<file path="src/rtl/operand_fetch_stage.sv">
// RV32I decode / operand-fetch stage: register file addressing, immediate decode,
// operand forwarding, load-use hazard detection and the ID/EX pipeline register.
module operand_fetch_stage #(
    parameter int unsigned STALL_CNT_W = 16
) (
    input  logic                   clock,
    input  logic                   reset_n,
    input  logic                   flush,
    input  logic                   if_valid,
    input  logic [31:0]            if_instr,
    input  logic [31:0]            if_pc,
    output logic                   id_ready,
    output logic [4:0]             rs1_addr,
    output logic [4:0]             rs2_addr,
    input  logic [31:0]            rf_rdata1,
    input  logic [31:0]            rf_rdata2,
    input  logic [31:0]            ex_result,
    input  logic                   mem_valid,
    input  logic [4:0]             mem_rd,
    input  logic                   mem_is_load,
    input  logic [31:0]            mem_data,
    input  logic                   wb_write,
    input  logic [4:0]             wb_rd,
    input  logic [31:0]            wb_data,
    input  logic                   ex_ready,
    output logic                   ex_valid,
    output logic [31:0]            ex_pc,
    output logic [31:0]            ex_instr,
    output logic [31:0]            ex_op1,
    output logic [31:0]            ex_op2,
    output logic [31:0]            ex_imm,
    output logic [4:0]             ex_rd,
    output logic                   ex_reg_write,
    output logic                   ex_is_load,
    output logic [STALL_CNT_W-1:0] stall_cycles
);

    localparam logic [6:0] OP_LUI    = 7'b0110111;
    localparam logic [6:0] OP_AUIPC  = 7'b0010111;
    localparam logic [6:0] OP_JAL    = 7'b1101111;
    localparam logic [6:0] OP_JALR   = 7'b1100111;
    localparam logic [6:0] OP_BRANCH = 7'b1100011;
    localparam logic [6:0] OP_LOAD   = 7'b0000011;
    localparam logic [6:0] OP_STORE  = 7'b0100011;
    localparam logic [6:0] OP_IMM    = 7'b0010011;
    localparam logic [6:0] OP_REG    = 7'b0110011;
    localparam logic [6:0] OP_FENCE  = 7'b0001111;
    localparam logic [6:0] OP_SYSTEM = 7'b1110011;

    logic [6:0]       opcode;
    logic [4:0]       rd_field;
    logic             uses_rs1;
    logic             uses_rs2;
    logic [31:0]      imm_c;
    logic             reg_write_c;
    logic [1:0][4:0]  src_addr;
    logic [1:0][31:0] rf_data;
    logic [1:0][31:0] op_data;
    logic [1:0]       op_hazard;
    logic             hazard;
    logic             advance;

    assign opcode   = if_instr[6:0];
    assign rd_field = if_instr[11:7];
    assign rs1_addr = if_instr[19:15];
    assign rs2_addr = if_instr[24:20];
    assign src_addr = {rs2_addr, rs1_addr};
    assign rf_data  = {rf_rdata2, rf_rdata1};

    assign uses_rs1    = !(opcode == OP_LUI || opcode == OP_AUIPC || opcode == OP_JAL);
    assign uses_rs2    = (opcode == OP_REG || opcode == OP_STORE || opcode == OP_BRANCH);
    assign reg_write_c = !(opcode == OP_STORE || opcode == OP_BRANCH) && (rd_field != 5'd0);

    // Immediate decode, sign-extended from instruction bit 31
    always_comb begin
        imm_c = '0;
        case (opcode)
            OP_LOAD, OP_IMM, OP_JALR, OP_FENCE, OP_SYSTEM:
                imm_c = {{20{if_instr[31]}}, if_instr[31:20]};
            OP_STORE:
                imm_c = {{20{if_instr[31]}}, if_instr[31:25], if_instr[11:7]};
            OP_BRANCH:
                imm_c = {{19{if_instr[31]}}, if_instr[31], if_instr[7],
                         if_instr[30:25], if_instr[11:8], 1'b0};
            OP_LUI, OP_AUIPC:
                imm_c = {if_instr[31:12], 12'b0};
            OP_JAL:
                imm_c = {{11{if_instr[31]}}, if_instr[31], if_instr[19:12],
                         if_instr[20], if_instr[30:21], 1'b0};
            default:
                imm_c = '0;
        endcase
    end

    // Operand select: youngest producer wins; a pending load result is a hazard
    always_comb begin
        op_data   = rf_data;
        op_hazard = '0;
        for (int i = 0; i < 2; i++) begin
            if (src_addr[i] == 5'd0) begin
                op_data[i] = '0;
            end else if (ex_valid && ex_reg_write && ex_rd == src_addr[i]) begin
                op_data[i]   = ex_result;
                op_hazard[i] = ex_is_load;
            end else if (mem_valid && mem_rd == src_addr[i]) begin
                op_data[i]   = mem_data;
                op_hazard[i] = mem_is_load;
            end else if (wb_write && wb_rd == src_addr[i]) begin
                op_data[i] = wb_data;
            end
        end
    end

    assign hazard   = if_valid && ((uses_rs1 && op_hazard[0]) || (uses_rs2 && op_hazard[1]));
    assign advance  = !ex_valid || ex_ready;
    assign id_ready = flush || (advance && !hazard);

    // ID/EX pipeline register
    always_ff @(posedge clock) begin
        if (!reset_n) begin
            ex_valid     <= 1'b0;
            ex_pc        <= '0;
            ex_instr     <= '0;
            ex_op1       <= '0;
            ex_op2       <= '0;
            ex_imm       <= '0;
            ex_rd        <= '0;
            ex_reg_write <= 1'b0;
            ex_is_load   <= 1'b0;
        end else if (flush) begin
            ex_valid <= 1'b0;
        end else if (if_valid && id_ready) begin
            ex_valid     <= 1'b1;
            ex_pc        <= if_pc;
            ex_instr     <= if_instr;
            ex_op1       <= op_data[0];
            ex_op2       <= op_data[1];
            ex_imm       <= imm_c;
            ex_rd        <= reg_write_c ? rd_field : 5'd0;
            ex_reg_write <= reg_write_c;
            ex_is_load   <= (opcode == OP_LOAD);
        end else if (advance) begin
            ex_valid <= 1'b0;
        end
    end

    // Saturating hazard stall counter
    always_ff @(posedge clock) begin
        if (!reset_n) begin
            stall_cycles <= '0;
        end else if (hazard && !flush && stall_cycles != '1) begin
            stall_cycles <= stall_cycles + STALL_CNT_W'(1);
        end
    end

endmodule

</file>
<file path="config.mk">
export PLATFORM = sky130hd
export DESIGN_NAME = operand_fetch_stage
export DESIGN_NICKNAME = d
export VERILOG_FILES = /design/src/rtl/operand_fetch_stage.sv
export SDC_FILE = /design/constraint.sdc
export NUM_CORES = 1
export LEC_CHECK = 0
export BUFFER_PORTS_ARGS = -buffer_cell sky130_fd_sc_hd__buf_2
export CAP_MARGIN = 25
export CORE_AREA = 10 10 160 162
export DETAILED_ROUTE_END_ITERATION = 6
export DIE_AREA = 0 0 170 172
export HOLD_SLACK_MARGIN = 0.02
export PLACE_DENSITY = 0.72
export SYNTH_ARGS = -nofsm -noshare
export SYNTH_HDL_FRONTEND = slang
export SYNTH_SLANG_ARGS = --single-unit
</file>
<file path="constraint.sdc">
create_clock -name clock -period 5.4 [get_ports clock]
set_input_delay 1.35 -clock clock [delete_from_list [all_inputs] [get_ports clock]]
set_output_delay 1.35 -clock clock [all_outputs]
set_load 0.005 [all_outputs]
</file>
# Word-level counts from Yosys, hierarchy flattened
# Index checks and enable logic that the tools add are counted.
totals:
  register_bits: 184
  latch_bits: 0
  ramBits: 0
  rom_bits: 0
  output_inout_bits: 195
  wordCells: 85
  n_memories: 0
classes:
  n_addsub: 1
  mul: 0
  div: 0
  order_cmp: 0
  n_eq_ne: 18
  n_shift: 0
  n_mux: 18
  bitwise_logic: 2
  reduce_logical: 36
op_table:
  columns: ["operator", "n"]
  rows:
  - ["2-to-1 mux 32 bit", 8]
  - ["one-hot mux 32 bit (5 select lines)", 1]
  - ["equality test 5 bit", 6]
  - ["equality test 7 bit, second input constant", 4]
  - ["equality test 7 x 6 -> 1 bit, second input constant", 3]
  - ["adder 16 x 1 -> 16 bit, second input constant", 1]
  - ["inequality test 16 bit, second input constant", 1]
  - ["logical AND 1 bit", 15]
  - ["equality test 7 x 5 -> 1 bit, second input constant", 2]
  - ["logical NOT 5 bit", 2]
  - ["logical OR 1 bit", 8]
  - ["2-to-1 mux 1 bit", 8]
  - ["equality test 7 x 2 -> 1 bit, second input constant", 1]
  - ["equality test 7 x 4 -> 1 bit, second input constant", 1]
  - ["logical NOT 1 bit", 5]
  - ["2-to-1 mux 5 bit", 1]
  - ["nonzero test 5 bit", 1]
  - ["OR reduction 5 bit", 1]
  - ["OR reduction 2 bit", 2]
  - ["inverter 1 bit", 2]
  - ["AND reduction 2 bit", 1]
  - ["nonzero test 2 bit", 1]

# Longest topological paths before layout
logic_depth:
  word_depth: 13
  depth_mapped: 11

# Least setup slack after synthesis
# OpenSTA, ideal clock, no wires.
synth_path:
  path_kind: "input to output"
  startpoint: "input if_instr[18]"
  endpoint: "output id_ready"
  t_arrival_ns: 3.098
  slack_ns: 0.952
  stages: 8
  cell_sequence: "buf_2 > xor2_1 > nor4_2 > nand4_2 > mux2i_2 > o21a_1 > buf_2 > a21boi_0"
synth_via:
  elab_chain_len: 11
  word_cells_on_any_way: 14
synth_rtl:
  columns: ["item", "line_no", "text"]
  rows:
  - ["start, declared", "10", "input logic [31:0] if_instr,"]
  - ["equality test 5 bit", "105", "end else if (mem_valid && mem_rd == src_addr[i]) begin"]
  - ["logical AND 1 bit", "105", null]
  - ["2-to-1 mux 1 bit", "105", null]
  - ["2-to-1 mux 1 bit", "102", "end else if (ex_valid && ex_reg_write && ex_rd == src_addr[i]) begin"]
  - ["2-to-1 mux 1 bit *", "100", "if (src_addr[i] == 5'd0) begin"]
  - ["logical AND 1 bit *", "114", "assign hazard = if_valid && ((uses_rs1 && op_hazard[0]) || (uses_rs2 && op_hazard[1]));"]
  - ["logical OR 1 bit *", "114", null]
  - ["logical AND 1 bit *", "114", null]
  - ["logical NOT 1 bit *", "116", "assign id_ready = flush || (advance && !hazard);"]
  - ["logical AND 1 bit *", "116", null]
  - ["logical OR 1 bit *", "116", null]
  - ["end, declared", "12", "output logic id_ready,"]
# Mark *: on every way between the ends. The rest lies on a longest branch, timed or not.

# Worst setup path after layout
# Same ends and word-level chain as after synthesis.

==> reports/qor.yml <==
run_status:
  outcome: "finished clean"
cells_and_area:
  drive_above_1_share: 0.338
  synthToLayoutAreaGrowth_pct: 31.8
  multiInputGateArea_sq_um: 5020
  fin_area_sq_um: 12100
  mostFrequentLayoutCells: "buf_2 (436), nand2_1 (208), dfxtp_1 (184)"
  mostFrequentLayoutCell: "buf_2"
  fillers: 2168
  post-route-util: 0.542
  nNetsFinal: 1725
  seq_area_sq_um: 3680
  final_cells: 1791
power_and_ir_drop:
  total_power_mw: 3.40
  power_density_nw_per_um2: 280
  seqPwrFrac: 0.439
  internal_power_mw: 2.35
  p_comb_frac: 0.166
  power.switching_mw: 1.05
  peakVddDrop_mv: 0.205
  swShare: 0.309
  leakage_nw: 5.48
  power_frac_clock: 0.395
logic_synthesis:
  synth-main-ff-cell: "dfxtp_1"
  avgSynthCellArea_sq_um: 8.23
  synth-seq-cells: 184
  synthesis.area_sq_um: 9200
  synth_warnings: 0
  syn-num-nets: 1361
  synth_cell_types: 50
  yosysSeqAreaShare: 0.400
  synth_edf_count: 0
  async_reset_ff_frac: 0
  netlist_instances: 1118
global_routing:
  met3_usage: 0.0828
  grt_pass1_wl_mm: 55.9
  antenna_found_initial: 10
  top_usage_layer: "met2"
  grt_pass1_vias: 9285
  grt_max_degree: 100
  track_usage: 0.244
  grt_use_met2: 0.402
  gr-total-overflow: 0
  grt_util_met1: 0.293
drt:
  drtPass1Iterations: 5
  drtIter0Drc: 893
  routed_wl_mm: 38.3
  routedWlPerCell_um: 21.4
  avgViaCountPerCell: 5.51
  detail_route.drc_violations: 0
  vias: 9873
  ant_nets: 0
timing:
  relSlewSlack: 0.337
  finClkSkew_ns: 0.0100
  whs_ns: 0.454
  fin_crit_sh: 0.818
  hold_viol: 0
  slew_violations: 0
  setup_viol: 0
  worst_pin_slew_ns: 0.993
  tns_ns: 0
  period_minus_slack_ns: 4.42
  fin_ws_ns: 0.981
  rsz0062_at_grt: "no"
  max_freq_mhz: 226
worst_setup_path:
  crit_path_start_kind: "input pin"
  required_ns: 4.05
  cp_max_fo: 7
  path_class: "input pin to output pin"
  crit_arrival_ns: 3.07
  crit_path_end_kind: "output pin"
floorplanning:
  initial_utilization: 0.412
  core_area_sq_um: 22400
  pin_count: 437
  die-width_um: 170
  rows: 55
  die_y_um: 172
  die_area_sq_um: 29200
clock_network:
  cts.clk_slew.worst_paths_ns: 0.09
  cts_setup_buffers: 0
  h-tree-depth: 4
  clock_latency_ns: 0.44
  cts_tree: "yes"
  clock_sinks: 184
  cts_buffer_depth: 2
  clk_root_buffer_cell: "clkbuf_16"
  cts_buffers: 17
  hold_buffers: 0
  cts_resized: 0
flow_run:
  drv_cap: 0
place:
  dp_cells: 1746
  pre_cts_ws_ns: 0.987
  port_buffers: 436
  gp_congestion: 0.975
  dp_hpwl_mm: 28.8
  place_area_sq_um: 11400
worst_hold_path:
  hold_class: "flip-flop to flip-flop"
Yosys cell counts, types with 5 or more instances:
| master | n | share of area |
|---|---|---|
| nand2_1 | 208 | 0.085 |
| dfxtp_1 | 184 | 0.40 |
| a21oi_1 | 95 | 0.052 |
| o21ai_0 | 79 | 0.043 |
| mux2i_1 | 70 | 0.076 |
| o2bb2ai_1 | 64 | 0.061 |
| clkbuf_1 | 59 | 0.024 |
| a211oi_1 | 44 | 0.036 |
| buf_2 | 39 | 0.021 |
| nor2b_1 | 35 | 0.024 |
| a2bb2oi_1 | 32 | 0.030 |
| nor2_1 | 30 | 0.012 |
| nor3_1 | 25 | 0.014 |
| nand3_1 | 21 | 0.011 |
| xnor2_1 | 18 | 0.017 |
| xor2_1 | 12 | 0.011 |
| buf_4 | 11 | 0.0090 |
| and3_1 | 8 | 0.0054 |
| nor4_1 | 8 | 0.0054 |
| o21a_1 | 7 | 0.0057 |
| nand2b_1 | 6 | 0.0041 |
| a221oi_1 | 5 | 0.0048 |
| or4_1 | 5 | 0.0041 |
cell families after synthesis:
kind of cell,Yosys count,share of synthesized area
AND/OR/NAND/NOR,373,0.187
AO/OA/AOI/OAI,343,0.249
buffers and inverters,116,0.0572
multiplexers,71,0.0776
flip-flops,184,0.400
XOR/XNOR,30,0.0285
adder cells (fa/ha/maj),1,0.00136
sequential cells by signal, summed over array words and instances (netlist names):
signal and count:
ex_instr 32, stall_cycles 16, ex_is_load 1, ex_op2 32, ex_op1 32, ex_valid 1
ex_rd 5, ex_pc 32, ex_imm 32, ex_reg_write 1
path summary, 6_finish.rpt:
kind	cells after the start	to	startpoint	slack, ns
worst max-delay path	8	id_ready	if_instr[18]	0.98
worst min-delay path	2	ex_pc[8]	ex_pc[8]	0.45
worst max register to register	8	ex_is_load	ex_rd[3]	2.46
worst min register to register	2	ex_pc[8]	ex_pc[8]	0.45
cell type report:
type,count,area share
diodes,11,0.00227
flip-flops and latches,184,0.304
clock inverters,15,0.0176
multi-input cells,818,0.414
clock buffers,17,0.0351
well taps,285,0.0294
repair buffers,457,0.196
inverters,4,0.00134
power groups by stage:
stage               logic [mW]  registers [mW]  clock network, mW
floorplan                0.277            1.53                  0
global placement         0.557            1.52                  0
detailed placement       0.564            1.52                  0
CTS                      0.566            1.49               1.38
global route             0.623            1.50               1.43
finish                   0.566            1.49               1.34
metal layers:
metal	share of wire	wire (um)
met5	0.00071	27
met4	0.017	663
met3	0.084	3220
met2	0.50	19100
met1	0.40	15200
critical path, cell delays in order:
cell      delay (ns)
buf_2           0.17
xor2_1          0.19
nor4_2          0.31
nand4_2         0.17
mux2i_2         0.34
o21a_1          0.22
a21boi_0        0.17
buf_2           0.15
(Power assumes the default switching activity.)
